<file path="src/rtl/alu_rs_scheduler_if.sv">
// Dispatch, CDB snoop, ALU and result-handshake signals of the ALU reservation-station scheduler.
// The master side is the surrounding core; the slave side is the scheduler.
interface alu_rs_scheduler_if #(
    parameter int TAG_W = 4
);
    // Dispatch
    logic             disp_valid;
    logic             disp_ready;
    logic [4:0]       disp_alu_op;
    logic [31:0]      disp_addr;
    logic             disp_len;
    logic [31:0]      disp_v1;
    logic [31:0]      disp_v2;
    logic             disp_p1;
    logic             disp_p2;
    logic [TAG_W-1:0] disp_q1;
    logic [TAG_W-1:0] disp_q2;
    logic [TAG_W-1:0] disp_dest;

    // Common data bus snoop
    logic             cdb_valid;
    logic [TAG_W-1:0] cdb_tag;
    logic [31:0]      cdb_value;

    // Combinational ALU
    logic [31:0]      alu_op1;
    logic [31:0]      alu_op2;
    logic [31:0]      alu_addr;
    logic [4:0]       alu_op;
    logic             alu_len;
    logic [31:0]      alu_result;
    logic             alu_jalr_done;
    logic [31:0]      alu_jalr_addr;

    // Result toward the CDB arbiter
    logic             out_valid;
    logic [TAG_W-1:0] out_tag;
    logic [31:0]      out_value;
    logic             out_jalr_done;
    logic [31:0]      out_jalr_addr;
    logic             out_ready;

    modport master (
        output disp_valid, disp_alu_op, disp_addr, disp_len,
               disp_v1, disp_v2, disp_p1, disp_p2, disp_q1, disp_q2, disp_dest,
               cdb_valid, cdb_tag, cdb_value,
               alu_result, alu_jalr_done, alu_jalr_addr,
               out_ready,
        input  disp_ready,
               alu_op1, alu_op2, alu_addr, alu_op, alu_len,
               out_valid, out_tag, out_value, out_jalr_done, out_jalr_addr
    );

    modport slave (
        input  disp_valid, disp_alu_op, disp_addr, disp_len,
               disp_v1, disp_v2, disp_p1, disp_p2, disp_q1, disp_q2, disp_dest,
               cdb_valid, cdb_tag, cdb_value,
               alu_result, alu_jalr_done, alu_jalr_addr,
               out_ready,
        output disp_ready,
               alu_op1, alu_op2, alu_addr, alu_op, alu_len,
               out_valid, out_tag, out_value, out_jalr_done, out_jalr_addr
    );
endinterface

</file>
<file path="src/rtl/alu_rs_scheduler.sv">
// Reservation station in front of the single combinational ALU: buffers ops until both operands
// are known, snoops the CDB for missing ones, and issues one ready op per cycle into the execute latch.
module alu_rs_scheduler #(
    parameter int DEPTH = 4,
    parameter int TAG_W = 4
) (
    input  logic              clk_in,
    input  logic              rst_in,
    input  logic              rdy_in,
    input  logic              flush_in,
    alu_rs_scheduler_if.slave bus
);

    localparam int IDX_W = $clog2(DEPTH);

    typedef struct packed {
        logic [4:0]       alu_op;
        logic [31:0]      addr;
        logic             len;
        logic [TAG_W-1:0] dest;
        logic             p1;
        logic [TAG_W-1:0] q1;
        logic [31:0]      v1;
        logic             p2;
        logic [TAG_W-1:0] q2;
        logic [31:0]      v2;
    } entry_t;

    typedef struct packed {
        logic [31:0]      op1;
        logic [31:0]      op2;
        logic [31:0]      addr;
        logic [4:0]       op;
        logic             len;
        logic [TAG_W-1:0] dest;
    } ex_t;

    logic [DEPTH-1:0] valid_q, valid_d;
    entry_t           ent_q [DEPTH];
    entry_t           ent_d [DEPTH];
    ex_t              ex_q, ex_d;
    logic             ex_valid_q, ex_valid_d;

    logic [DEPTH-1:0] ready_vec;
    logic             any_ready, any_free;
    logic [IDX_W-1:0] sel_idx, free_idx;
    logic             fire, disp_accept;
    logic             byp1, byp2;
    entry_t           new_ent;

    always_comb begin
        for (int i = 0; i < DEPTH; i++) begin
            ready_vec[i] = valid_q[i] & ~ent_q[i].p1 & ~ent_q[i].p2;
        end
    end

    // Fixed-priority pickers; the downward scan leaves the lowest matching index.
    always_comb begin
        any_ready = 1'b0;
        sel_idx   = '0;
        any_free  = 1'b0;
        free_idx  = '0;
        for (int i = DEPTH - 1; i >= 0; i--) begin
            if (ready_vec[i]) begin
                any_ready = 1'b1;
                sel_idx   = IDX_W'(i);
            end
            if (!valid_q[i]) begin
                any_free = 1'b1;
                free_idx = IDX_W'(i);
            end
        end
    end

    assign fire        = ~ex_valid_q | bus.out_ready;
    assign disp_accept = bus.disp_valid & any_free & rdy_in & ~flush_in;

    assign byp1 = bus.disp_p1 & bus.cdb_valid & (bus.cdb_tag == bus.disp_q1);
    assign byp2 = bus.disp_p2 & bus.cdb_valid & (bus.cdb_tag == bus.disp_q2);

    always_comb begin
        new_ent.alu_op = bus.disp_alu_op;
        new_ent.addr   = bus.disp_addr;
        new_ent.len    = bus.disp_len;
        new_ent.dest   = bus.disp_dest;
        new_ent.p1     = bus.disp_p1 & ~byp1;
        new_ent.q1     = bus.disp_q1;
        new_ent.v1     = byp1 ? bus.cdb_value : bus.disp_v1;
        new_ent.p2     = bus.disp_p2 & ~byp2;
        new_ent.q2     = bus.disp_q2;
        new_ent.v2     = byp2 ? bus.cdb_value : bus.disp_v2;
    end

    always_comb begin
        // NOTE: every next-state variable gets a hold default first so no path leaves it unassigned (no latch).
        valid_d    = valid_q;
        ent_d      = ent_q;
        ex_d       = ex_q;
        ex_valid_d = ex_valid_q;

        if (flush_in) begin
            valid_d    = '0;
            ex_valid_d = 1'b0;
        end else if (rdy_in) begin
            // Wakeup lands at the edge; ready_vec sees it only next cycle.
            if (bus.cdb_valid) begin
                for (int i = 0; i < DEPTH; i++) begin
                    if (valid_q[i] && ent_q[i].p1 && ent_q[i].q1 == bus.cdb_tag) begin
                        ent_d[i].p1 = 1'b0;
                        ent_d[i].v1 = bus.cdb_value;
                    end
                    if (valid_q[i] && ent_q[i].p2 && ent_q[i].q2 == bus.cdb_tag) begin
                        ent_d[i].p2 = 1'b0;
                        ent_d[i].v2 = bus.cdb_value;
                    end
                end
            end

            if (fire) begin
                if (any_ready) begin
                    ex_d.op1         = ent_q[sel_idx].v1;
                    ex_d.op2         = ent_q[sel_idx].v2;
                    ex_d.addr        = ent_q[sel_idx].addr;
                    ex_d.op          = ent_q[sel_idx].alu_op;
                    ex_d.len         = ent_q[sel_idx].len;
                    ex_d.dest        = ent_q[sel_idx].dest;
                    ex_valid_d       = 1'b1;
                    valid_d[sel_idx] = 1'b0;
                end else begin
                    ex_valid_d = 1'b0;
                end
            end

            // free_idx comes from valid_q, so it can never alias the entry being issued.
            if (disp_accept) begin
                valid_d[free_idx] = 1'b1;
                ent_d[free_idx]   = new_ent;
            end
        end
    end

    always_ff @(posedge clk_in or posedge rst_in) begin
        if (rst_in) begin
            valid_q    <= '0;
            ex_valid_q <= 1'b0;
            ex_q       <= '0;
        end else begin
            // NOTE: sequential state uses non-blocking assignments so all flops sample the same pre-edge values.
            valid_q    <= valid_d;
            ex_valid_q <= ex_valid_d;
            ex_q       <= ex_d;
        end
    end

    // NOTE: entry payload is not reset; valid_q alone decides whether it is ever read.
    always_ff @(posedge clk_in) begin
        ent_q <= ent_d;
    end

    assign bus.disp_ready    = any_free;
    assign bus.alu_op1       = ex_q.op1;
    assign bus.alu_op2       = ex_q.op2;
    assign bus.alu_addr      = ex_q.addr;
    assign bus.alu_op        = ex_q.op;
    assign bus.alu_len       = ex_q.len;
    assign bus.out_valid     = ex_valid_q;
    assign bus.out_tag       = ex_q.dest;
    assign bus.out_value     = bus.alu_result;
    assign bus.out_jalr_done = bus.alu_jalr_done;
    assign bus.out_jalr_addr = bus.alu_jalr_addr;

endmodule
</file>
<file path="src/flat_wrapper.sv">
// flat-port wrapper written by rule: the top's interface ports become plain ports
module alu_rs_scheduler_flat 
#(
    parameter int DEPTH = 4,
    parameter int TAG_W = 4
)
  (clk_in, rst_in, rdy_in, flush_in, bus_disp_valid, bus_disp_alu_op, bus_disp_addr, bus_disp_len, bus_disp_v1, bus_disp_v2, bus_disp_p1, bus_disp_p2, bus_disp_q1, bus_disp_q2, bus_disp_dest, bus_cdb_valid, bus_cdb_tag, bus_cdb_value, bus_alu_result, bus_alu_jalr_done, bus_alu_jalr_addr, bus_out_ready, bus_disp_ready, bus_alu_op1, bus_alu_op2, bus_alu_addr, bus_alu_op, bus_alu_len, bus_out_valid, bus_out_tag, bus_out_value, bus_out_jalr_done, bus_out_jalr_addr);
  alu_rs_scheduler_if #(.TAG_W(TAG_W)) bus_i ();
  input  logic clk_in;
  input  logic rst_in;
  input  logic rdy_in;
  input  logic flush_in;
  input wire logic [$bits(bus_i.disp_valid)-1:0] bus_disp_valid;
  input wire logic [$bits(bus_i.disp_alu_op)-1:0] bus_disp_alu_op;
  input wire logic [$bits(bus_i.disp_addr)-1:0] bus_disp_addr;
  input wire logic [$bits(bus_i.disp_len)-1:0] bus_disp_len;
  input wire logic [$bits(bus_i.disp_v1)-1:0] bus_disp_v1;
  input wire logic [$bits(bus_i.disp_v2)-1:0] bus_disp_v2;
  input wire logic [$bits(bus_i.disp_p1)-1:0] bus_disp_p1;
  input wire logic [$bits(bus_i.disp_p2)-1:0] bus_disp_p2;
  input wire logic [$bits(bus_i.disp_q1)-1:0] bus_disp_q1;
  input wire logic [$bits(bus_i.disp_q2)-1:0] bus_disp_q2;
  input wire logic [$bits(bus_i.disp_dest)-1:0] bus_disp_dest;
  input wire logic [$bits(bus_i.cdb_valid)-1:0] bus_cdb_valid;
  input wire logic [$bits(bus_i.cdb_tag)-1:0] bus_cdb_tag;
  input wire logic [$bits(bus_i.cdb_value)-1:0] bus_cdb_value;
  input wire logic [$bits(bus_i.alu_result)-1:0] bus_alu_result;
  input wire logic [$bits(bus_i.alu_jalr_done)-1:0] bus_alu_jalr_done;
  input wire logic [$bits(bus_i.alu_jalr_addr)-1:0] bus_alu_jalr_addr;
  input wire logic [$bits(bus_i.out_ready)-1:0] bus_out_ready;
  output wire logic [$bits(bus_i.disp_ready)-1:0] bus_disp_ready;
  output wire logic [$bits(bus_i.alu_op1)-1:0] bus_alu_op1;
  output wire logic [$bits(bus_i.alu_op2)-1:0] bus_alu_op2;
  output wire logic [$bits(bus_i.alu_addr)-1:0] bus_alu_addr;
  output wire logic [$bits(bus_i.alu_op)-1:0] bus_alu_op;
  output wire logic [$bits(bus_i.alu_len)-1:0] bus_alu_len;
  output wire logic [$bits(bus_i.out_valid)-1:0] bus_out_valid;
  output wire logic [$bits(bus_i.out_tag)-1:0] bus_out_tag;
  output wire logic [$bits(bus_i.out_value)-1:0] bus_out_value;
  output wire logic [$bits(bus_i.out_jalr_done)-1:0] bus_out_jalr_done;
  output wire logic [$bits(bus_i.out_jalr_addr)-1:0] bus_out_jalr_addr;
  assign bus_i.disp_valid = bus_disp_valid;
  assign bus_i.disp_alu_op = bus_disp_alu_op;
  assign bus_i.disp_addr = bus_disp_addr;
  assign bus_i.disp_len = bus_disp_len;
  assign bus_i.disp_v1 = bus_disp_v1;
  assign bus_i.disp_v2 = bus_disp_v2;
  assign bus_i.disp_p1 = bus_disp_p1;
  assign bus_i.disp_p2 = bus_disp_p2;
  assign bus_i.disp_q1 = bus_disp_q1;
  assign bus_i.disp_q2 = bus_disp_q2;
  assign bus_i.disp_dest = bus_disp_dest;
  assign bus_i.cdb_valid = bus_cdb_valid;
  assign bus_i.cdb_tag = bus_cdb_tag;
  assign bus_i.cdb_value = bus_cdb_value;
  assign bus_i.alu_result = bus_alu_result;
  assign bus_i.alu_jalr_done = bus_alu_jalr_done;
  assign bus_i.alu_jalr_addr = bus_alu_jalr_addr;
  assign bus_i.out_ready = bus_out_ready;
  assign bus_disp_ready = bus_i.disp_ready;
  assign bus_alu_op1 = bus_i.alu_op1;
  assign bus_alu_op2 = bus_i.alu_op2;
  assign bus_alu_addr = bus_i.alu_addr;
  assign bus_alu_op = bus_i.alu_op;
  assign bus_alu_len = bus_i.alu_len;
  assign bus_out_valid = bus_i.out_valid;
  assign bus_out_tag = bus_i.out_tag;
  assign bus_out_value = bus_i.out_value;
  assign bus_out_jalr_done = bus_i.out_jalr_done;
  assign bus_out_jalr_addr = bus_i.out_jalr_addr;
  alu_rs_scheduler #(.DEPTH(DEPTH), .TAG_W(TAG_W)) u_core (.clk_in(clk_in), .rst_in(rst_in), .rdy_in(rdy_in), .flush_in(flush_in), .bus(bus_i));
endmodule
</file>
<file path="config.mk">
export PLATFORM = sky130hd
export DESIGN_NAME = alu_rs_scheduler_flat
export DESIGN_NICKNAME = d
export VERILOG_FILES = /design/src/rtl/alu_rs_scheduler_if.sv /design/src/rtl/alu_rs_scheduler.sv /design/src/flat_wrapper.sv
export SDC_FILE = /design/constraint.sdc
export NUM_CORES = 1
export LEC_CHECK = 0
export ABC_AREA = 1
export CAP_MARGIN = 20
export CORE_UTILIZATION = 30
export DETAILED_ROUTE_END_ITERATION = 8
export DONT_BUFFER_PORTS = 1
export PLACE_DENSITY = 0.43
export SKIP_LAST_GASP = 1
export SYNTH_ARGS = -nofsm -noshare
export SYNTH_HDL_FRONTEND = slang
export SYNTH_SLANG_ARGS = --single-unit
</file>
<file path="constraint.sdc">
create_clock -name clk_in -period 9.6 [get_ports clk_in]
set_input_delay 1.92 -clock clk_in [delete_from_list [all_inputs] [get_ports clk_in]]
set_output_delay 1.92 -clock clk_in [all_outputs]
set_load 0.02 [all_outputs]
</file>
# Word-level counts from Yosys, hierarchy flattened
# Cells that the tools add are included.
# word_totals
reg_bits,575
wordCells,217
out_inout_bits,173
# op_classes
n_eq_ne,10
mux,92
bitwise_logic,35
n_lt_le_gt_ge,7
n_reduce_logical,25
# op_table
operator,n
32-bit 2-to-1 mux,22
464-bit bitwise mux,1
422-bit 2-to-1 mux,1
33-bit 2-to-1 mux,12
116-bit 2-to-1 mux,3
116-bit binary-select mux with 2-bit select,1
116-bit demux with 2-bit select,1
4-bit equality test,10
1-bit 2-to-1 mux,34
4-bit 2-to-1 mux,7
1-bit logical AND,19
1-bit bitwise AND,17
2-bit 2-to-1 mux,8
1-bit inverter,12
"3-bit >= comparator, second input constant",2
"2-bit by 3-bit less-than comparator with 1-bit output, second input constant",2
2-bit inverter with 3-bit output,2
4-bit bitwise AND,1
1-bit demux with 2-bit select,2
"2-bit by 1-bit >= comparator with 1-bit output, second input constant",2
4-bit inverter,1
4-bit OR,1
2-bit AND reduction,2
4-bit AND reduction,1
other kinds (4),5

# Longest topological paths before layout
# Gate-level depths: netlist of run 1.
# logic_depth
depth_word,21
mapped_depth,13

# Least setup slack after synthesis of run 1
# OpenSTA, ideal clock, no wires.
# synth_path
kind,input-to-reg
from,input flush_in
to,"register u_core.ent_q[264] in the netlist's numbering, enable pin"
required_ns,9.166
arrival_ns,7.118
cell_stages,8
n_path_buf,1
slack_ns,2.048
cell_sequence,inv_2 nand2_1 inv_2 nand3_2 inv_2 nand2_1 inv_2 clkbuf_1
# synth_via
elab_chain_cells,3
# synth_lines
item,line_no,rtl
start: declaration,flat_wrapper.sv:12,input logic flush_in;
1-bit inverter (no line) *,n/a,
1-bit bitwise AND,alu_rs_scheduler.sv:76,assign disp_accept = bus.disp_valid & any_free & rdy_in & ~flush_in;
3-bit AND reduction (no line) *,n/a,
end signal: assignment,alu_rs_scheduler.sv:157,ent_q <= ent_d;
end: declaration,alu_rs_scheduler.sv:39,entry_t ent_q [DEPTH];
# Mark *: on every way between the ends. The rest lies on a longest branch, timed or not.
# A chain may end at the register's enable or synchronous reset.

# Worst setup path in the final report of run 1
# layout_path
from,input flush_in
to,register u_core.ent_q[272] in the netlist's numbering (data pin)
# layout_via
elab_chain_cells,3
# layout_lines
item,line_no,rtl
1-bit inverter (no line),n/a,
1-bit bitwise AND,alu_rs_scheduler.sv:76,
422-bit 2-to-1 mux,alu_rs_scheduler.sv:135,if (disp_accept) begin
# Every way passes these cells.

==> flow_summary.json, run 1 <==
{
  "fin_setup_tns_ns": 0,
  "switching_share_pct": 27.62,
  "clkPwrFrac_pct": 43.6,
  "r2r-start": "u_core.valid_q[0]",
  "power_density_nw_per_um2": 181.5,
  "max_slew_margin_pct": 23.23,
  "r2r_setup_slack_ns": 5.10,
  "rsz0062_at_grt": "no",
  "grt_max_degree": 163,
  "report.final.slew_viol_count": 0,
  "critPathMaxFanout": 85,
  "cap_violations": 0,
  "ys_ff_latch": 575,
  "syn_nets": 4342,
  "skew_ns": 0.02243,
  "syn2layout_area_growth_pct": 8.704,
  "clkSinkCount": 575,
  "combPwrFrac_pct": 7.7,
  "fmax_mhz": 185.8,
  "drtAntennaViolNets": 0,
  "drt_iter0_drc": 2434,
  "arrival_ns": 5.78,
  "hold_path_class": "flop to flop",
  "ctsResizeCount": 0,
  "clk_latency_ns": 0.66,
  "cts_buffers": 75,
  "cp.required_ns": 10.00,
  "place_hpwl_mm": 68.37,
  "synth_seq_area_share_pct": 51.55,
  "port_buffers": 0,
  "clk_path_buf_depth": 3,
  "routedWlPerCell_um": 22.38,
  "dr_total_vias": 26217,
  "switching_power_uw": 1766,
  "finalCritPeriodShare_pct": 56.06,
  "hp-start": "u_core.ent_q[206]",
  "syn_area_um2": 32410,
  "drive_above_1_share_pct": 5.187,
  "syn_area_per_cell_um2": 7.872,
  "antenna_found_initial": 10,
  "route.detailed.drc": 0,
  "design.core.area_um2": 107100,
  "cts-root-buf": "clkbuf_16",
  "cts_hold_buf": 0,
  "track_usage_pct": 21.56,
  "postRouteWirelength_mm": 119.5,
  "cts_tree": "done",
  "setup_viol": 0,
  "grt_overflow": 0,
  "leakage_uw": 0.01650,
  "internal_power_uw": 4630,
  "drtPass1Iterations": 6,
  "final_area_um2": 35240,
  "dieArea_um2": 109400,
  "clkSlewWorstSetupHoldPaths_ns": 0.06,
  "ys_warn_count": 0,
  "crit_path_end_kind": "flop",
  "die_width_um": 330.7,
  "rows": 120,
  "syn_inst": 4118,
  "grt_first_pass_wirelength_mm": 174.1,
  "post_cts_buffers": 0,
  "placed_cell_area_um2": 32860,
  "grt_pass1_vias": 24695,
  "layout_min_cycle_time_ns": 5.382,
  "crit_start": "flush_in",
  "pin_count": 397,
  "start_kind": "primary input",
  "routabilityCongestion": 0.7614,
  "cts.htree.levels": 3,
  "start_util_pct": 30.28,
  "vias_per_cell": 4.908,
  "fp.dieH_um": 330.7,
  "synth_cell_type_count": 35,
  "p_seq_share_pct": 48.7,
  "tightest_slew_ns": 1.152,
  "ir_drop_mv": 0.1252,
  "crit_type": "primary input to flop",
  "outcome": "completed",
  "final_hold_viol_count": 0,
  "nets": 4096
}
[stage by stage]
step	utilization (%)	setup WS, ns	cells	hold slack, ns	total power, uW
floorplan	-	2.048	4118	0.5555	3560
global placement	30.65	3.505	5196	0.5645	3658
detailed placement	30.69	3.464	5198	0.5740	3662
CTS	32.90	4.169	5336	0.5894	6481
global route	32.91	3.949	5341	0.6259	6657
finish	32.91	4.218	5342	0.5830	6396
[synth_stat cells]
library cell     n  area share [%]
nand2_2          4           0.077
or2_1            1           0.019
nand3_1        551             8.5
a21oi_1         42            0.65
xor2_1          14            0.38
inv_4            2           0.039
nor3_2           2           0.062
inv_1          567             6.6
nor3_4           2            0.10
dfrtp_1        111             8.6
nor2_2           5           0.096
xnor2_1          8            0.22
buf_1            6           0.069
buf_6            6            0.21
o22ai_1          3           0.058
a21oi_2          2           0.054
clkbuf_2         1           0.015
clkbuf_1       122             1.4
buf_4           81             1.9
nand3_4          1           0.054
nand4_1        226             4.4
nand2_4          3            0.10
or2_2            3           0.058
buf_2          150             2.3
nand3_2          4            0.12
o211ai_1        34            0.79
edfxtp_1       464              43
nor3b_1          1           0.023
o31ai_1          1           0.023
nand3b_2         1           0.035
nand2_1       1081              13
nor2_1         485             5.6
o21ai_0         41            0.63
inv_2           12            0.14
o21ai_1         81             1.3
[cells in the final DEF (no fill, tap or decap), types with 4 or more instances in the layout]
master	n
nand2_1	1074
inv_1	566
nand3_1	549
nor2_1	480
edfxtp_1	464
nand4_1	226
dfrtp_1	111
o21ai_1	81
clkbuf_16	76
a21oi_1	42
o21ai_0	41
buf_4	39
o211ai_1	34
clkbuf_1	34
xor2_1	14
inv_2	9
nor2_4	8
clkbuf_8	8
nand2_2	7
diode_2	6
inv_6	6
nand3_2	6
clkinv_2	6
nand2_8	4
nor3_4	4
xnor2_2	4
xnor2_1	4
[kinds of logic (layout without fill, tap and decap cells)]
family | Yosys count | in the layout | share of synthesized area, %
flops | 575 | 575 | 51.55
compound gates | 204 | 204 | 3.455
simple gates | 2370 | 2370 | 31.76
other cells | 0 | 6 | 0
buf+inv | 947 | 762 | 12.64
xor+xnor | 22 | 22 | 0.5944
[state kept, by name (all words and copies together) (netlist names)]
name                  cells
u_core.valid_q            4
u_core.bus.out_valid      1
u_core.bus.alu_op         5
u_core.bus.alu_op2       32
u_core.bus.alu_addr      32
u_core.bus.alu_len        1
u_core.ent_q            464
u_core.bus.out_tag        4
u_core.bus.alu_op1       32
[critical path, stage by stage]
cell     delay [ns]
inv_2          0.15
nand2_1        0.17
inv_8          0.41
nand3_2        0.26
inv_2          0.15
nand2_2        0.57
inv_6          0.90
buf_4          0.81
a21oi_1        0.07
o21ai_0        0.11
nand2_1        0.06
[worst paths after layout]
| kind | to | cells past startpoint |
|---|---|---|
| max in group asynchronous | u_core.bus.alu_op2[18] | 2 |
| hold reg to reg | u_core.bus.alu_addr[11] | 4 |
| setup reg to reg | u_core.bus.alu_op1[22] | 11 |
| min in group asynchronous | u_core.bus.alu_op[1] | 1 |
| setup / recovery | u_core.ent_q[272] | 11 |
| hold / removal | u_core.bus.alu_addr[11] | 4 |
[power by group through the flow]
stage	sequential, uW	clock (uW)	combinational [uW]
5_1_grt	3140	2950	570
6_report	3110	2790	490
2_1_floorplan	3130	0	433
3_5_place_dp	3170	0	490
3_3_place_gp	3170	0	488
4_1_cts	3120	2860	495
[layout make-up]
type,count,area (um2)
Sequential cell,575,16710
Clock buffer,118,2140
Clock inverter,20,226.5
Multi-Input combinational cell,2596,11800
Inverter,581,2208
Tap cell,1403,1755
Timing Repair Buffer,43,380.4
Fill cell,11281,71820
Antenna cell,6,15.01
[routing by layer]
layer  global-route usage (%)  vias up  routed length [um]
met1                    28.74    12362               51870
met2                    34.07      877               54720
met5                        0        -                  34
met3                    5.396      168                9690
met4                    6.973        6                3218
li1                         -    12804                   -
Note: power is estimated with default switching activity, not from simulation.
==> run 2: changes to the inputs <==
- clock period: 9.6 -> 5.52 ns (I/O delays scaled with it)
==> run 2 against run 1 <==
Die area stayed put. Critical path depth decreased by 3. Non-clock buffer count grew 12. Sequential cell count unchanged. Largest power group unchanged. Sequential power is 74% higher. Sequential share of layout area fell by 0.18 points. Wire length rose by 1.6%. Core utilization rose by 0.12 points. Final area increased by 0.37%. Largest cell class unchanged.
==> flow_summary.json, run 2 (synthesis gave the netlist of run 1 again) <==
{
  "port_buffers": 0,
  "fmax_mhz": 281.5,
  "start_util_pct": 30.28,
  "grt_first_pass_wirelength_mm": 176.8,
  "grt_pass1_vias": 25308,
  "nFillCells": 11315,
  "final_cell_mix": "nand2_1 (1074), inv_1 (566), nand3_1 (549)",
  "utilization_pct": 33.04,
  "cp_slowest_stage_delay_ns": 0.86,
  "grt_max_degree": 141,
  "start_kind": "primary input",
  "setup_viol": 0,
  "drive_above_1_share_pct": 5.557,
  "routedWlPerCell_um": 22.70,
  "critPathMaxFanout": 74,
  "drtPass1Iterations": 6,
  "crit_path_end_kind": "flop",
  "routabilityCongestion": 0.7511,
  "cts_hold_buf": 0,
  "die_width_um": 330.7,
  "syn2layout_area_growth_pct": 9.110,
  "layout_min_cycle_time_ns": 3.552,
  "route.detailed.drc": 0,
  "fin_setup_tns_ns": 0,
  "cp_top_family": "buffers and inverters",
  "drt_iter0_drc": 2615,
  "clk_path_buf_depth": 3,
  "path_buf_inv": 5,
  "seq_area_um2": 16710,
  "cap_violations": 0,
  "multiInputGateArea_um2": 11810,
  "clkSinkCount": 575,
  "dr_total_vias": 26467,
  "crit_type": "primary input to flop",
  "design.core.area_um2": 107100,
  "hold_path_class": "primary input to async pin",
  "track_usage_pct": 21.97,
  "postRouteWirelength_mm": 121.4,
  "clkSlewWorstSetupHoldPaths_ns": 0.06,
  "outcome": "completed",
  "final_common_cell": "nand2_1",
  "r2r_setup_slack_ns": 2.01,
  "cts.htree.levels": 3,
  "r2r-start": "u_core.valid_q[0]",
  "largest_reg_flops": 464,
  "drtAntennaViolNets": 0,
  "tightest_slew_ns": 1.102,
  "report.final.slew_viol_count": 0,
  "cts_buffers": 73,
  "rr_endpoint": "u_core.bus.alu_addr[10]",
  "dieArea_um2": 109400,
  "clk_latency_ns": 0.65,
  "rsz0062_at_grt": "no",
  "cts_tree": "done",
  "max_slew_margin_pct": 26.51,
  "finalCritPeriodShare_pct": 64.35,
  "power_density_nw_per_um2": 311.4,
  "ir_drop_mv": 0.1737,
  "post_cts_buffers": 0,
  "pin_count": 397,
  "cp.required_ns": 5.84,
  "cp_cell_sequence": "inv_2 > nand2_1 > clkinv_8 > nand3_2 > inv_2 > nand2_4 > inv_4 > buf_4",
  "crit_path_frequent_cell": "inv_2",
  "rows": 120,
  "skew_ns": 0.03477,
  "grt_overflow": 0,
  "vias_per_cell": 4.946,
  "fp.dieH_um": 330.7,
  "place_hpwl_mm": 69.50,
  "nets": 4106,
  "final_hold_viol_count": 0,
  "ctsResizeCount": 0,
  "antenna_found_initial": 10,
  "arrival_ns": 3.87,
  "reg2regPathDepth": 10,
  "slowest_stage": "inv_4",
  "leakage_uw": 0.01657,
  "cts-root-buf": "clkbuf_16",
  "regMostFlops": "u_core.ent_q"
}
run 2: report_power, final:
group          total (uW)  internal, uW  switching, uW
Clock                4740          2750           1990
Combinational         862           278            585
Sequential           5410          4990            421
Total               11000          8020           2990
run 2: worst max-delay path by stage:
stage / startpoint / endpoint / slack, ns / cells after the start
global placement: flush_in / u_core.ent_q[430] / 1.37 / 8
global route: u_core.valid_q[0] / u_core.bus.alu_addr[1] / 1.76 / 10
detailed placement: flush_in / u_core.ent_q[430] / 1.32 / 8
finish: flush_in / u_core.ent_q[433] / 1.97 / 8
CTS: u_core.valid_q[0] / u_core.bus.alu_addr[1] / 1.96 / 10
floorplan: flush_in / u_core.ent_q[264] / 0.01 / 8
run 2: cell type report:
cell class	count	share of cell area [%]
repair buffers	55	1.557
diodes	7	0.04953
multi-input cells	2596	33.40
well taps	1403	4.963
clock buffers	109	6.106
inverters	581	6.258
flip-flops and latches	575	47.25
clock inverters	25	0.4174
run 2: per-stage QoR:
step	hold slack [ns]	total power, uW	setup WS, ns	instances	area, um2
after floorplan	0.5555	6186	0.01291	4118	32420
after global placement	0.5762	6364	1.371	5208	33000
after detailed placement	0.5843	6373	1.320	5210	33040
after CTS	0.3853	11160	1.958	5344	35350
after global routing	0.4073	11480	1.759	5349	35360
final	0.4005	11010	1.968	5351	35370
run 2: per-layer routing:
metal / vias to the layer above / routed length [um] / GRT usage, %
li1: 12817 / - / -
met1: 12528 / 52880 / 29.14
met3: 147 / 11110 / 6.216
met2: 969 / 54350 / 34.24
met5: - / 42 / 0
met4: 6 / 3057 / 7.393
